<file path="src/rtl/cpu_ctrl_pkg.sv">
// Shared control-path definitions for the multi-cycle MIPS core: FSM states,
// ALUOp codes, instruction field constants and datapath mux selects.
package cpu_ctrl_pkg;

    localparam int CTRL_ALUOP_W = 4;
    localparam int CTRL_STATE_W = 4;

    typedef enum logic [CTRL_STATE_W-1:0] {
        S_FETCH     = 4'd0,
        S_DECODE    = 4'd1,
        S_EXEC_R    = 4'd2,
        S_EXEC_I    = 4'd3,
        S_ALU_WB    = 4'd4,
        S_MEM_ADDR  = 4'd5,
        S_MEM_READ  = 4'd6,
        S_LOAD_WB   = 4'd7,
        S_MEM_WRITE = 4'd8,
        S_BRANCH    = 4'd9,
        S_JUMP      = 4'd10,
        S_JUMP_REG  = 4'd11
    } state_t;

    typedef enum logic [CTRL_ALUOP_W-1:0] {
        ALUOP_ADD   = 4'd0,
        ALUOP_SUB   = 4'd1,
        ALUOP_RTYPE = 4'd2,
        ALUOP_AND   = 4'd3,
        ALUOP_OR    = 4'd4,
        ALUOP_SLT   = 4'd5,
        ALUOP_SLTU  = 4'd6
    } aluop_t;

    localparam logic [5:0] OP_RTYPE = 6'h00;
    localparam logic [5:0] OP_J     = 6'h02;
    localparam logic [5:0] OP_JAL   = 6'h03;
    localparam logic [5:0] OP_BEQ   = 6'h04;
    localparam logic [5:0] OP_ADDI  = 6'h08;
    localparam logic [5:0] OP_ADDIU = 6'h09;
    localparam logic [5:0] OP_SLTI  = 6'h0a;
    localparam logic [5:0] OP_SLTIU = 6'h0b;
    localparam logic [5:0] OP_ANDI  = 6'h0c;
    localparam logic [5:0] OP_ORI   = 6'h0d;
    localparam logic [5:0] OP_LUI   = 6'h0f;
    localparam logic [5:0] OP_LW    = 6'h23;
    localparam logic [5:0] OP_SW    = 6'h2b;

    localparam logic [5:0] FN_SLL  = 6'h00;
    localparam logic [5:0] FN_SRL  = 6'h02;
    localparam logic [5:0] FN_SRA  = 6'h03;
    localparam logic [5:0] FN_JR   = 6'h08;
    localparam logic [5:0] FN_JALR = 6'h09;

    localparam logic [1:0] REGDST_RT = 2'd0;
    localparam logic [1:0] REGDST_RD = 2'd1;
    localparam logic [1:0] REGDST_RA = 2'd2;

    localparam logic [1:0] MEMTOREG_ALU = 2'd0;
    localparam logic [1:0] MEMTOREG_MDR = 2'd1;
    localparam logic [1:0] MEMTOREG_PC  = 2'd2;

    localparam logic [1:0] SRCA_PC    = 2'd0;
    localparam logic [1:0] SRCA_REG   = 2'd1;
    localparam logic [1:0] SRCA_SHAMT = 2'd2;

    localparam logic [1:0] SRCB_REG     = 2'd0;
    localparam logic [1:0] SRCB_FOUR    = 2'd1;
    localparam logic [1:0] SRCB_IMM     = 2'd2;
    localparam logic [1:0] SRCB_IMM_SL2 = 2'd3;

    localparam logic [1:0] PCSRC_ALU    = 2'd0;
    localparam logic [1:0] PCSRC_ALUOUT = 2'd1;
    localparam logic [1:0] PCSRC_JUMP   = 2'd2;
    localparam logic [1:0] PCSRC_REG    = 2'd3;

    typedef struct packed {
        logic       pc_write;
        logic       pc_write_cond;
        logic       i_or_d;
        logic       mem_read;
        logic       mem_write;
        logic       ir_write;
        logic       reg_write;
        logic [1:0] reg_dst;
        logic [1:0] mem_to_reg;
        logic [1:0] alu_src_a;
        logic [1:0] alu_src_b;
        logic       ext_op;
        logic       lui_op;
        logic [1:0] pc_source;
        aluop_t     alu_op;
    } ctrl_t;

    function automatic logic is_shift_funct(input logic [5:0] funct);
        return (funct == FN_SLL) || (funct == FN_SRL) || (funct == FN_SRA);
    endfunction

endpackage

</file>
<file path="src/rtl/ctrl_output_decode.sv">
// Combinational decode of the FSM state (plus the held IR fields) into the
// datapath control bundle.
module ctrl_output_decode
    import cpu_ctrl_pkg::*;
(
    input  state_t     state,
    input  logic [5:0] op_code,
    input  logic [5:0] funct,
    input  logic       mem_ready,
    output ctrl_t      ctrl
);

    always_comb begin
        ctrl            = '0;
        ctrl.reg_dst    = REGDST_RT;
        ctrl.mem_to_reg = MEMTOREG_ALU;
        ctrl.alu_src_a  = SRCA_PC;
        ctrl.alu_src_b  = SRCB_REG;
        ctrl.pc_source  = PCSRC_ALU;
        ctrl.alu_op     = ALUOP_ADD;
        case (state)
            S_FETCH: begin
                // PC and IR only load on the cycle memory actually delivers.
                ctrl.mem_read  = 1'b1;
                ctrl.ir_write  = mem_ready;
                ctrl.pc_write  = mem_ready;
                ctrl.alu_src_b = SRCB_FOUR;
            end
            S_DECODE: begin
                ctrl.alu_src_b = SRCB_IMM_SL2;
                ctrl.ext_op    = 1'b1;
            end
            S_EXEC_R: begin
                ctrl.alu_src_a = is_shift_funct(funct) ? SRCA_SHAMT : SRCA_REG;
                ctrl.alu_op    = ALUOP_RTYPE;
            end
            S_EXEC_I: begin
                ctrl.alu_src_a = SRCA_REG;
                ctrl.alu_src_b = SRCB_IMM;
                ctrl.ext_op    = !((op_code == OP_ANDI) || (op_code == OP_ORI));
                ctrl.lui_op    = (op_code == OP_LUI);
                case (op_code)
                    OP_ANDI:  ctrl.alu_op = ALUOP_AND;
                    OP_ORI:   ctrl.alu_op = ALUOP_OR;
                    OP_SLTI:  ctrl.alu_op = ALUOP_SLT;
                    OP_SLTIU: ctrl.alu_op = ALUOP_SLTU;
                    default:  ctrl.alu_op = ALUOP_ADD;
                endcase
            end
            S_ALU_WB: begin
                ctrl.reg_write = 1'b1;
                ctrl.reg_dst   = (op_code == OP_RTYPE) ? REGDST_RD : REGDST_RT;
            end
            S_MEM_ADDR: begin
                ctrl.alu_src_a = SRCA_REG;
                ctrl.alu_src_b = SRCB_IMM;
                ctrl.ext_op    = 1'b1;
            end
            S_MEM_READ: begin
                ctrl.i_or_d   = 1'b1;
                ctrl.mem_read = 1'b1;
            end
            S_LOAD_WB: begin
                ctrl.reg_write  = 1'b1;
                ctrl.mem_to_reg = MEMTOREG_MDR;
            end
            S_MEM_WRITE: begin
                ctrl.i_or_d    = 1'b1;
                ctrl.mem_write = 1'b1;
            end
            S_BRANCH: begin
                ctrl.alu_src_a     = SRCA_REG;
                ctrl.alu_op        = ALUOP_SUB;
                ctrl.pc_write_cond = 1'b1;
                ctrl.pc_source     = PCSRC_ALUOUT;
            end
            S_JUMP: begin
                ctrl.pc_write  = 1'b1;
                ctrl.pc_source = PCSRC_JUMP;
                if (op_code == OP_JAL) begin
                    ctrl.reg_write  = 1'b1;
                    ctrl.reg_dst    = REGDST_RA;
                    ctrl.mem_to_reg = MEMTOREG_PC;
                end
            end
            S_JUMP_REG: begin
                ctrl.pc_write  = 1'b1;
                ctrl.pc_source = PCSRC_REG;
                if (funct == FN_JALR) begin
                    ctrl.reg_write  = 1'b1;
                    ctrl.reg_dst    = REGDST_RD;
                    ctrl.mem_to_reg = MEMTOREG_PC;
                end
            end
            default: ;
        endcase
    end

endmodule

</file>
<file path="src/rtl/multicycle_controller.sv">
// Main control FSM of the multi-cycle MIPS core: sequences fetch/decode/
// execute/memory/writeback and stalls on the memory-ready handshake.
module multicycle_controller
    import cpu_ctrl_pkg::*;
#(
    parameter int ALUOP_W = 4,
    parameter int STATE_W = 4
) (
    input  logic               clk,
    input  logic               reset,
    input  logic [5:0]         OpCode,
    input  logic [5:0]         Funct,
    input  logic               MemReady,
    output logic               PCWrite,
    output logic               PCWriteCond,
    output logic               IorD,
    output logic               MemRead,
    output logic               MemWrite,
    output logic               IRWrite,
    output logic               RegWrite,
    output logic [1:0]         RegDst,
    output logic [1:0]         MemtoReg,
    output logic [1:0]         ALUSrcA,
    output logic [1:0]         ALUSrcB,
    output logic               ExtOp,
    output logic               LuiOp,
    output logic [1:0]         PCSource,
    output logic [ALUOP_W-1:0] ALUOp
);

    logic [STATE_W-1:0] state_q;
    state_t             state;
    state_t             next_state;
    ctrl_t              dec_ctrl;
    ctrl_t              ctrl;

    assign state = state_t'(state_q);

    always_ff @(posedge clk) begin
        if (!reset) begin
            state_q <= STATE_W'(S_FETCH);
        end else begin
            state_q <= STATE_W'(next_state);
        end
    end

    always_comb begin
        next_state = S_FETCH;
        case (state)
            S_FETCH:     next_state = MemReady ? S_DECODE : S_FETCH;
            S_DECODE: begin
                case (OpCode)
                    OP_RTYPE: next_state = ((Funct == FN_JR) || (Funct == FN_JALR))
                                           ? S_JUMP_REG : S_EXEC_R;
                    OP_LW, OP_SW: next_state = S_MEM_ADDR;
                    OP_ADDI, OP_ADDIU, OP_SLTI, OP_SLTIU,
                    OP_ANDI, OP_ORI, OP_LUI: next_state = S_EXEC_I;
                    OP_BEQ:       next_state = S_BRANCH;
                    OP_J, OP_JAL: next_state = S_JUMP;
                    // Unknown opcodes retire as a NOP; PC was already bumped in FETCH.
                    default:      next_state = S_FETCH;
                endcase
            end
            S_EXEC_R:    next_state = S_ALU_WB;
            S_EXEC_I:    next_state = S_ALU_WB;
            S_MEM_ADDR: begin
                if (OpCode == OP_LW) begin
                    next_state = S_MEM_READ;
                end else if (OpCode == OP_SW) begin
                    next_state = S_MEM_WRITE;
                end
            end
            S_MEM_READ:  next_state = MemReady ? S_LOAD_WB : S_MEM_READ;
            S_MEM_WRITE: next_state = MemReady ? S_FETCH : S_MEM_WRITE;
            default:     next_state = S_FETCH;
        endcase
    end

    ctrl_output_decode u_decode (
        .state     (state),
        .op_code   (OpCode),
        .funct     (Funct),
        .mem_ready (MemReady),
        .ctrl      (dec_ctrl)
    );

    // Outputs are forced low combinationally while reset is held.
    assign ctrl = reset ? dec_ctrl : '0;

    assign PCWrite     = ctrl.pc_write;
    assign PCWriteCond = ctrl.pc_write_cond;
    assign IorD        = ctrl.i_or_d;
    assign MemRead     = ctrl.mem_read;
    assign MemWrite    = ctrl.mem_write;
    assign IRWrite     = ctrl.ir_write;
    assign RegWrite    = ctrl.reg_write;
    assign RegDst      = ctrl.reg_dst;
    assign MemtoReg    = ctrl.mem_to_reg;
    assign ALUSrcA     = ctrl.alu_src_a;
    assign ALUSrcB     = ctrl.alu_src_b;
    assign ExtOp       = ctrl.ext_op;
    assign LuiOp       = ctrl.lui_op;
    assign PCSource    = ctrl.pc_source;
    assign ALUOp       = ALUOP_W'(ctrl.alu_op);

endmodule

</file>
<file path="config.mk">
export PLATFORM = sky130hd
export DESIGN_NAME = multicycle_controller
export DESIGN_NICKNAME = d
export VERILOG_FILES = /design/src/rtl/cpu_ctrl_pkg.sv /design/src/rtl/ctrl_output_decode.sv /design/src/rtl/multicycle_controller.sv
export SDC_FILE = /design/constraint.sdc
export NUM_CORES = 1
export LEC_CHECK = 0
export CAP_MARGIN = 20
export CORE_ASPECT_RATIO = 0.8
export CORE_MARGIN = 1.5
export CORE_UTILIZATION = 45
export CTS_CLUSTER_SIZE = 12
export DETAILED_ROUTE_END_ITERATION = 12
export HOLD_SLACK_MARGIN = 0.08
export MAX_ROUTING_LAYER = met4
export PLACE_DENSITY = 0.92
export SYNTH_ARGS = -nofsm -noshare
export SYNTH_HDL_FRONTEND = slang
export SYNTH_HIERARCHICAL = 1
export SYNTH_SLANG_ARGS = --single-unit
</file>
<file path="constraint.sdc">
create_clock -name clk -period 6.9 [get_ports clk]
set_input_delay 2.07 -clock clk [delete_from_list [all_inputs] [get_ports clk]]
set_output_delay 2.07 -clock clk [all_outputs]
set_load 0.005 [all_outputs]
</file>
==> flow_summary.yaml <==
synth:
  synthesis.nets: 165
  seq_area_frac_synth: 0.0777
  syn_avg_cell_area_sq_um: 6.87
  synth-edff-count: 0
  mappedNetlistArea_sq_mm: 0.00103
  ys_ff_latch: 4
  yosysTopAreaCellShare: 0.140
  yosys_warnings: 6
  yosysTopAreaCell: "and2_1"
  synth_ff_type: "dfxtp_1"
  ys_top_cells_by_area: "and2_1 (14%), dfxtp_1 (7.8%), a21oi_1 (5.8%)"
  synthDistinctLibCells: 55
  async_reset_ff_frac: 0
  syn_inst: 150
setup_path:
  path_cells: "clkdlybuf4s50_1, or4_4, or2_1, a21oi_2, and2_1, clkdlybuf4s50_1"
  reg2regPathDepth: 4
  crit_arrival_ps: 4310
  cp_max_fo: 14
  critPathKind: "primary input to output pin"
  cpMostUsedCell: "clkdlybuf4s50_1"
  crit_path_start_kind: "primary input"
  regToRegEndpoint: "state[1]$_SDFF_PN0_"
  path_delay_family: "buffers and inverters"
  slowest_stage: "clkdlybuf4s50_1"
  r2r_slack_ps: 4860
  required_ps: 4830
  r2r-start: "state[0]$_SDFF_PN0_"
  path_buf_inv: 2
  worstSetupEndpointType: "output pin"
  cpPeakStageDelay_ps: 610
floorplan:
  core-area_sq_mm: 0.00216
  row_count: 15
  die_h_um: 45.8
  die_w_um: 56.5
  start_util: 0.478
  die_area_sq_mm: 0.00259
  ios: 38
grt:
  grt_max_degree: 26
  grtUsageTotal: 0.212
  grt_pass1_vias: 974
  antenna_found_initial: 0
  overflow: 0
  grt_pass1_wl_mm: 4.34
clock_network:
  clk-insertion-delay-late_ps: 230
  cts_tree: "yes"
  cts_sinks: 4
  clkTransAtPathRegs_ps: 40
  clockRootBuffer: "clkbuf_4"
  cts_hold_buf: 0
  cts_setup_buffers: 0
  cts_buffers: 3
  cts_resized: 0
  clock_path_buffers: 2
  htree_levels: 1
timing:
  finalSetupViolCount: 0
  fin_tns_setup_ps: 0
  clock.fmax_mhz: 157
  slew_viol_final: 0
  rsz0062_at_grt: "false"
  period_needed_ps: 6380
  worst_pin_slew_ps: 724
  fin_crit_sh: 0.925
  skew_ps: 0.285
  hold_viol: 0
  slew_headroom: 0.517
detailed_routing:
  vias_per_cell: 5.80
  vias: 1177
  routedWlPerCell_um: 13.4
  antenna_left: 0
  drt_wl_total_mm: 2.72
  drt_iter0_markers: 28
  first_pass_iters: 4
  drcViolationCount: 0
pwr:
  ir_drop_mv: 0.0820
  p_leak_nw: 0.490
  power_uw: 92.1
  cellPowerDensity_mw_per_mm2: 67.0
placement:
  post-dp-hpwl_mm: 2.06
  place.gp.congestion: 0.859
  port_buffers: 36
status:
  status: "finished, final reports clean"
min_path:
  hold_path_class: "flop to flop"
  min_from: "state[3]$_SDFF_PN0_"
  min_to: "state[2]$_SDFF_PN0_"
  holdPathStages: 1
layout:
  syn2layout_area_growth_pct: 33.3
  largest_register_ffs: 4
  fillCellCount: 215
  diodes: 0
  nNetsFinal: 195
  layout-drive-gt1-share: 0.0843
run:
  cap_violations: 0
worst register-to-register path, cell delays in order (launching register included):
cell       delay (ps)
dfxtp_1           780
or4b_4            580
a2111oi_4         300
o211ai_1          150
a21oi_1           150
report_power, final:
part,leakage (nW),switching [mW],internal (mW)
sequential,0.0325,0.00268,0.0237
combinational,0.444,0.0178,0.0200
clock,0.0138,0.00841,0.0194
total,0.490,0.0289,0.0631
synthesized netlist by cell type, types with 2 or more instances:
cell       n
clkbuf_1   3
nor2_1    14
nand2b_1   3
nor3b_1    4
buf_6      3
a21oi_1   12
nand4b_1   2
o21a_1     2
and2_1    23
and3b_1    2
nor2b_1    5
nor3_1     7
buf_2      3
nand3b_1   4
a21o_1     2
or2_1      3
and2b_1    2
inv_1      4
nand3_1    4
and3_1     2
o21ai_1    2
nand2_1    6
o22ai_1    2
or4_4      2
dfxtp_1    4
worst max path at each step:
stage | end | depth (start not counted) | startpoint | slack [ps]
final | MemtoReg[1] | 6 | OpCode[2] | 520
after global routing | MemtoReg[1] | 6 | OpCode[2] | 420
after CTS | MemtoReg[1] | 6 | OpCode[2] | 510
after detailed placement | MemtoReg[1] | 6 | OpCode[2] | 510
after global placement | MemtoReg[1] | 6 | OpCode[2] | 580
after floorplan | ALUSrcA[0] | 4 | Funct[2] | 1620
layout make-up:
cell class	count	area (sq um)	area share
clock buffer	3	22.5	0.0164
inverter	5	18.8	0.0137
multi-input combinational	130	861	0.627
sequential	4	80.1	0.0583
tap	25	31.3	0.0228
timing repair buffer	36	360	0.262
metrics by stage:
stage | instances | hold WS [ps] | utilization | setup slack [ps] | cell area, sq um
finish | 203 | 811 | 0.637 | 516 | 1370
global placement | 200 | 751 | 0.626 | 576 | 1350
floorplan | 150 | 544 | - | 1620 | 1030
CTS | 203 | 808 | 0.637 | 512 | 1370
global route | 203 | 876 | 0.637 | 424 | 1370
detailed placement | 200 | 799 | 0.626 | 511 | 1350
layout by cell type (no fill, tap or decap), drive strengths merged, types with 5 or more instances in the layout:
| cell type | count |
|---|---|
| a21oi | 13 |
| and2 | 23 |
| clkdlybuf4s50 | 36 |
| inv | 5 |
| nand2 | 6 |
| nor2 | 14 |
| nor2b | 6 |
| nor3 | 7 |
| nor3b | 5 |
kinds of logic (layout without fill, tap and decap cells):
| family | count (synthesis) | in the layout | share of synthesized area |
|---|---|---|---|
| other cells | 1 | 1 | 0.00364 |
| buf+inv | 16 | 44 | 0.0874 |
| compound gates | 33 | 33 | 0.242 |
| xor+xnor | 2 | 2 | 0.0170 |
| flops | 4 | 4 | 0.0777 |
| simple gates | 94 | 94 | 0.573 |
per-layer routing:
layer | global-route usage | wire (um) | share of wire
met4 | 0.0476 | 0 | 0
met5 | - | 0 | 0
met2 | 0.360 | 1310 | 0.48
met3 | 0.0114 | 145 | 0.053
met1 | 0.281 | 1260 | 0.46
Note: power is estimated with default switching activity, not from simulation.
